[config.mk]
export PLATFORM = sky130hd
export DESIGN_NAME = dag_circ
export DESIGN_NICKNAME = d
export VERILOG_FILES = /design/src/rtl/dag_circ.sv
export SDC_FILE = /design/constraint.sdc
export NUM_CORES = 2
export LEC_CHECK = 0
export ABC_AREA = 0
export CAP_MARGIN = 25
export CORE_UTILIZATION = 24
export CTS_BUF_LIST = sky130_fd_sc_hd__clkbuf_16
export DETAILED_ROUTE_END_ITERATION = 8
export PLACE_DENSITY = 0.41
export SYNTH_ARGS = -nofsm -noshare
export SYNTH_HDL_FRONTEND = slang
export SYNTH_SLANG_ARGS = --single-unit
[constraint.sdc]
create_clock -name clk -period 11.6 [get_ports clk]
set_clock_uncertainty 0.1 [all_clocks]
set_input_delay 1.74 -clock clk [delete_from_list [all_inputs] [get_ports clk]]
set_output_delay 1.74 -clock clk [all_outputs]
set_load 0.01 [all_outputs]
[src/rtl/dag_circ.sv]
`default_nettype none
// +----------------------------------------------------------------------------+
// | dag_circ: dual data address generator (DM + PS) with circular addressing,  |
// | pre/post-modify, write-through bypass and bus-connect register read port.  |
// | Revision: 1.0                                                              |
// +----------------------------------------------------------------------------+
module dag_circ #(
  parameter int AW   = 16,
  parameter int NREG = 8,
  parameter int IW   = $clog2(NREG),
  parameter int RAW  = IW + 3
) (
  input  logic           clk,
  input  logic           rst,
  input  logic           ps_dg_en,
  input  logic           ps_dg_dgsclt,
  input  logic           ps_dg_mdfy,
  input  logic [IW-1:0]  ps_dg_iadd,
  input  logic [IW-1:0]  ps_dg_madd,
  input  logic           ps_dg_wrt_en,
  input  logic [RAW-1:0] ps_dg_wrt_add,
  input  logic [RAW-1:0] ps_dg_rd_add,
  input  logic [AW-1:0]  bc_dt,
  output logic [AW-1:0]  dg_dm_add,
  output logic           dg_dm_vld,
  output logic [AW-1:0]  dg_ps_add,
  output logic           dg_ps_vld,
  output logic [AW-1:0]  dg_bc_dt
);

  localparam int         NR2    = 2 * NREG;
  localparam logic [1:0] TYPE_I = 2'b00;
  localparam logic [1:0] TYPE_M = 2'b01;
  localparam logic [1:0] TYPE_L = 2'b10;
  localparam logic [1:0] TYPE_B = 2'b11;

  // Register files indexed by {dag, sel}
  logic [AW-1:0] idx_reg  [NR2];
  logic [AW-1:0] mod_reg  [NR2];
  logic [AW-1:0] len_reg  [NR2];
  logic [AW-1:0] base_reg [NR2];

  logic [IW:0]   op_i_idx, op_m_idx, wr_idx, rd_idx;
  logic [1:0]    wr_type, rd_type;
  logic          hit_i, hit_m, hit_l, hit_b;
  logic [AW-1:0] op_i, op_m, op_l, op_b;
  logic [AW-1:0] wrap_val, addr, rd_val;
  logic signed [AW+1:0] t_sum, t_lim, t_base;

  assign op_i_idx = {ps_dg_dgsclt, ps_dg_iadd};
  assign op_m_idx = {ps_dg_dgsclt, ps_dg_madd};
  assign wr_type  = ps_dg_wrt_add[RAW-1:RAW-2];
  assign wr_idx   = ps_dg_wrt_add[IW:0];
  assign rd_type  = ps_dg_rd_add[RAW-1:RAW-2];
  assign rd_idx   = ps_dg_rd_add[IW:0];

  // A B write also loads the paired I, so it bypasses the I operand too
  assign hit_i = ps_dg_wrt_en && (wr_type == TYPE_I || wr_type == TYPE_B) && (wr_idx == op_i_idx);
  assign hit_m = ps_dg_wrt_en && (wr_type == TYPE_M) && (wr_idx == op_m_idx);
  assign hit_l = ps_dg_wrt_en && (wr_type == TYPE_L) && (wr_idx == op_i_idx);
  assign hit_b = ps_dg_wrt_en && (wr_type == TYPE_B) && (wr_idx == op_i_idx);

  assign op_i = hit_i ? bc_dt : idx_reg[op_i_idx];
  assign op_m = hit_m ? bc_dt : mod_reg[op_m_idx];
  assign op_l = hit_l ? bc_dt : len_reg[op_i_idx];
  assign op_b = hit_b ? bc_dt : base_reg[op_i_idx];

  // Extra headroom bit lets an underflowing I+M compare below B as negative
  assign t_sum  = $signed({2'b00, op_i}) + $signed({{2{op_m[AW-1]}}, op_m});
  assign t_lim  = $signed({2'b00, op_b}) + $signed({2'b00, op_l});
  assign t_base = $signed({2'b00, op_b});

  always_comb begin
    wrap_val = t_sum[AW-1:0];
    if (op_l != '0) begin
      if (!op_m[AW-1] && (t_sum >= t_lim)) begin
        wrap_val = t_sum[AW-1:0] - op_l;
      end else if (op_m[AW-1] && (t_sum < t_base)) begin
        wrap_val = t_sum[AW-1:0] + op_l;
      end
    end
  end

  assign addr = ps_dg_mdfy ? wrap_val : op_i;

  always_ff @(posedge clk) begin
    if (rst) begin
      for (int k = 0; k < NR2; k++) begin
        idx_reg[k]  <= '0;
        mod_reg[k]  <= '0;
        len_reg[k]  <= '0;
        base_reg[k] <= '0;
      end
      dg_dm_add <= '0;
      dg_ps_add <= '0;
      dg_dm_vld <= 1'b0;
      dg_ps_vld <= 1'b0;
    end else begin
      dg_dm_vld <= 1'b0;
      dg_ps_vld <= 1'b0;
      if (ps_dg_wrt_en) begin
        case (wr_type)
          TYPE_I: idx_reg[wr_idx] <= bc_dt;
          TYPE_M: mod_reg[wr_idx] <= bc_dt;
          TYPE_L: len_reg[wr_idx] <= bc_dt;
          default: begin
            base_reg[wr_idx] <= bc_dt;
            idx_reg[wr_idx]  <= bc_dt;
          end
        endcase
      end
      if (ps_dg_en) begin
        // Issued after the write so the post-modify update wins on conflict
        if (!ps_dg_mdfy) begin
          idx_reg[op_i_idx] <= wrap_val;
        end
        if (ps_dg_dgsclt) begin
          dg_ps_add <= addr;
          dg_ps_vld <= 1'b1;
        end else begin
          dg_dm_add <= addr;
          dg_dm_vld <= 1'b1;
        end
      end
    end
  end

  always_comb begin
    case (rd_type)
      TYPE_I:  rd_val = idx_reg[rd_idx];
      TYPE_M:  rd_val = mod_reg[rd_idx];
      TYPE_L:  rd_val = len_reg[rd_idx];
      default: rd_val = base_reg[rd_idx];
    endcase
  end

  assign dg_bc_dt = (ps_dg_wrt_en && (ps_dg_wrt_add == ps_dg_rd_add)) ? bc_dt : rd_val;

endmodule
`default_nettype wire

# Yosys cells after proc, flatten, opt, wreduce, memory -nomap -nowiden
# Memory sizes are Yosys's and may differ from the RTL's.
# Index checks and enable logic that the tools add are counted.
# totals
regBits	34
mem_bits_rw	1024
in_bits	40
out_inout_bits	50
wordCells	100
n_memories	4
# memory_table
name	depth	width	read_ports	rd_clocked_by_memory_dff	write_ports	line_no	rtl
base_reg	16	16	2	0	16	41	logic [AW-1:0] base_reg [NR2];
idx_reg	16	16	2	0	16	38	logic [AW-1:0] idx_reg [NR2];
len_reg	16	16	2	0	16	40	logic [AW-1:0] len_reg [NR2];
mod_reg	16	16	2	0	16	39	logic [AW-1:0] mod_reg [NR2];
# op_classes
add_sub_neg	4
magnitude_cmp	2
eq_ne	8
n_mux	50
bitwise	3
reduce_logical	25
# op_table
cell	n
$mux W16	15
$reduce_or A16 Y1	5
$pmux W16 S3	1
$mux W1	29
$mux W4	5
$add A17 B16 Y18	1
$ge A18 B18 Y1	1
$lt A18 B17 Y1	1
$add A16 B16 Y17	1
$add A16 B16 Y16	1
$reduce_bool A16 Y1	1
$sub A16 B16 Y16	1
$logic_and A1 B1 Y1	11
$eq A4 B4 Y1	2
$eq A2 B2 Y1 const B	3
$eq A6 B6 Y1	1
$eq A2 B1 Y1 const B	2
$logic_not A2 Y1	2
$reduce_and A2 Y1	2
$reduce_or A3 Y1	1
$not A1 Y1	2
$reduce_or A2 Y1	1
$logic_not A1 Y1	1
$logic_or A1 B1 Y1	1
$or A1 B1 Y1	1

# Longest topological paths before layout
# logic_depth
word_depth	12
depth_mapped	35

# Least setup slack after synthesis
# Ideal clock, no wire load.
# synth_path
kind	input to register
startpoint	input port ps_dg_iadd[0]
endpoint	memory idx_reg[10][3], data pin
setup_time_ns	0.267
t_arrival_ns	9.758
required_time_ns	11.233
path_slack_ns	1.475
cell_stages	35
cell_sequence	buf_4 > buf_6 > buf_2 > buf_2 > clkbuf_1 > buf_2 > clkbuf_1 > buf_2 > mux4_2 > mux4_2 > mux2i_1 > inv_1 > fa_1 > a211oi_1 > nor2_1 > o21a_1 > o21ai_0 > nand2b_1 > a21oi_1 > xor2_1 > ha_1 > o21a_1 > o21a_1 > a21oi_1 > o21ai_0 > a21oi_1 > o211ai_1 > a311oi_2 > nor3_4 > buf_2 > a211oi_1 > a21o_1 > a2bb2oi_1 > clkbuf_1 > o21ai_0
# synth_rtl
item	line_no	rtl
from (decl)	18	input logic [IW-1:0] ps_dg_iadd,
to (decl)	38	

# Worst setup path in the final report
# layout_path
startpoint	input port ps_dg_iadd[0]
endpoint	register dg_ps_add[1]
# layout_between
elab_chain_cells	10
word_cells_on_any_way	23
cone_classes	4 x add/sub; 2 x order compare; 1 x eq/ne; 7 x mux; 6 x reduce/logical; 3 x memory
# layout_rtl
item	line_no	rtl
parallel branches: the longest is 9 deep, another holds $add A17 B16 Y18	--	
$mux W16 *	84	assign addr = ps_dg_mdfy ? wrap_val : op_i;
to (signal assigned)	118	dg_ps_add <= addr;
to (decl)	26	output logic [AW-1:0] dg_ps_add,
# Every way passes the cells marked *.
# A chain may end at the register's enable or synchronous reset.

==> results.md <==
- Outcome: complete, no violations
- Final WL: 262,400 microns
- Post-synth EDFFs: 1,024
- FILL cells: 25,600
- Synthesis Warnings: 0
- Leakage Power: 0.02394 uW
- Switching power: 3935 uW
- Flop pwr share: 38.1%
- Post-synth top area share: 49.80%
- Peak supply drop: 0.1731 mV
- Placed cells: 7,720
- Maximum number of pins on one net before global-route repair: 80
- Global Route Usage Sum: 20.09%
- Most used DFF post-synth: edfxtp_1
- RSZ-0062 raised after global routing: no
- Clk slew on worst S/H paths: 60 ps
- Area leader, netlist: edfxtp_1
- Final Core Density: 28.18%
- Switch share: 33.45%
- Die area: 259,300 sq um
- Startpoint types: primary input
- Hold Fails Final Rpt: 0
- Pre-antenna DRT Iters: 7
- Vias in the first global route: 41,660
- Fin crit share: 83.44%
- Post-route ant nets: 0
- Fin area: 71,810 sq um
- H-tree depth: 4
- Later-pin clock latency in the skew report: 820 ps
- Maximum clock rate: 0.1033 GHz
- CTS resizes: 0
- Via-to-Cell Ratio: 5.237
- First-pass GRT wire length: 358,400 microns
- PortBufs: 89
- Cell Area, Synth: 61,750 sq um
- Final Instance Count excl. Fillers: 7,970
- Max clock buf depth: 3
- Post-synthesis register bit count: 1,058
- Hold Path Class: flip-flop to flip-flop
- Syn Nets: 4,619
- Total gr overflow: 0
- Placed Area: 67,630 sq um
- WL per Instance: 32.93 microns
- Post-synthesis sequential area ratio: 50.90%
- Footprint of the multi-input gates: 28,830 sq um
- CTS buffer count: 131
- Row cnt: 185
- IO Count: 90
- Period minus WS final: 9679 ps
- Final Power: 11,760 uW
- GP Congestion: 0.8891
- Initial Util: 24.23%
- Gate power share: 27.7%
- Ranking of synthesized cells by area: edfxtp_1 50%, mux4_2 23%, and2_1 7.3%, o21ai_0 2.8%, clkbuf_1 2.3%
- Cells after Synth: 4,481
- Max-slew violation count: 0
- Max_slew headroom: 26.80%
- Initial drt markers: 4,364
- Core ar.: 254,900 sq um
- CTS tree: built
- Setup TNS: 0 ps
- Commonest cells in the netlist: 1,024 x edfxtp_1, 725 x and2_1, 628 x mux4_2
- Most common cell in the synthesized netlist: edfxtp_1
- Cell-internal power: 7829 uW
- Post-CTS setup buffers: 0
- Die H: 509.2 microns
- Hpwl dp: 172,000 microns
- Worst setup EP type: flip-flop
- Layout net count: 4,628
- Max Cap Violations: 0
- Post-synthesis area per instance: 13.78 sq um
- Worst-Margin Slew: 1097 ps
- Die W: 509.2 microns
- Power Density: 163.8 nW/um^2
- Final Setup Violations: 0
- Area Growth Syn to Fin: 16.29%
- Synth unique cells: 70
- Clk pwr share: 34.2%
- Worst EP required: 12,170 ps
- Drc violations: 0
- Register area: 31,430 sq um
- Initial antenna violation count: 32
- Clk sinks: 1,058
- Post-synth ARST share: 0%
- # hold bufs at CTS: 0
- Critical path type: primary input to flip-flop
- Clock root buffer: clkbuf_16
- Crit-path max FO: 38
- DR vias: 41,740
- Share of post-route cells with drive strength above 1: 27.16%
- WP data arrival: 10,250 ps
-- cell families (layout without fill, tap and decap cells) --
logic type | Yosys count | count (layout) | share of synthesized area (%)
adders and majority gates | 99 | 99 | 2.051
xor gates and xnor gates | 46 | 46 | 0.6647
and+or+nand+nor | 1381 | 1381 | 12.43
buffers and inverters | 524 | 635 | 3.256
other | 0 | 12 | 0
DFF | 1058 | 1058 | 50.90
muxes | 710 | 710 | 24.32
AOI/OAI and AO/OA | 663 | 663 | 6.375
-- layout make-up --
class                      instances  area share (%)
antenna                           12         0.04182
clock buffer                     137           4.774
clock inverter                    98          0.9392
inverter                          62          0.3258
multi-input combinational       2899           40.15
sequential                      1058           43.77
tap                             3366           5.865
timing repair buffer             338           4.131
-- power by group through the flow --
stage | Sequential, uW | Combinational, uW | Clock [uW]
floorplan | 4530 | 1870 | 0
global placement | 4560 | 3220 | 0
detailed placement | 4570 | 3210 | 0
CTS | 4490 | 3230 | 4090
global route | 4510 | 3430 | 4210
finish | 4490 | 3260 | 4020
-- metal layers --
layer	share of wire, %	GRT usage [%]	vias up
met1	42	26.32	22100
met5	0.034	0	-
li1	-	-	17530
met3	6.3	3.148	399
met4	4.5	8.655	16
met2	47	32.79	1697
-- placed cells by master, fill, tap and decap left out, types with 35 or more instances in the layout --
cell type / netlist / final
clkdlybuf4s50_1: 0 / 63
a22oi_1: 35 / 35
clkinv_1: 0 / 37
mux4_2: 628 / 628
ha_1: 94 / 94
nand3_1: 279 / 279
nor2_2: 0 / 48
nand2_1: 96 / 87
a21oi_1: 89 / 89
o21ai_0: 351 / 303
inv_1: 61 / 86
edfxtp_1: 1024 / 1024
buf_4: 2 / 232
nor2_1: 131 / 83
mux2i_1: 41 / 41
nor3_1: 66 / 65
and2_1: 725 / 725
clkbuf_16: 0 / 137
mux2_2: 41 / 41
-- stage by stage --
step	setup slack (ps)	hold slack, ps
after floorplan	1475	416.2
after global placement	1151	369.1
after detailed placement	1020	378.2
after CTS	1869	413.6
after global routing	1531	439.2
final	1921	411.9
-- worst paths after layout --
path | from | end | slack, ps | depth (start not counted)
min reg2reg | dg_dm_add[14]$_SDFFE_PP0P_ | dg_dm_add[14]$_SDFFE_PP0P_ | 410 | 2
max reg2reg | len_reg[14][0]$_SDFFCE_PN0P_ | dg_dm_add[1]$_SDFFE_PP0P_ | 3440 | 26
max | ps_dg_iadd[0] | dg_ps_add[1]$_SDFFE_PP0P_ | 1920 | 25
min | dg_dm_add[14]$_SDFFE_PP0P_ | dg_dm_add[14]$_SDFFE_PP0P_ | 410 | 2
-- worst max-delay path, cell delays in order --
cell	delay, ps
buf_8	440
buf_12	340
buf_12	220
mux4_2	530
mux4_2	550
mux2_2	330
ha_1	370
nand2_1	100
o21ai_0	300
nor2_1	120
o21ai_0	160
a21oi_1	140
xnor2_1	690
ha_1	240
nand3_1	100
o41ai_1	470
a31oi_1	150
maj3_1	410
a2111oi_4	790
nor2_1	150
buf_4	230
o21bai_2	480
a221o_1	630
o21a_1	320
a21oi_1	90
(Power assumes the default switching activity.)
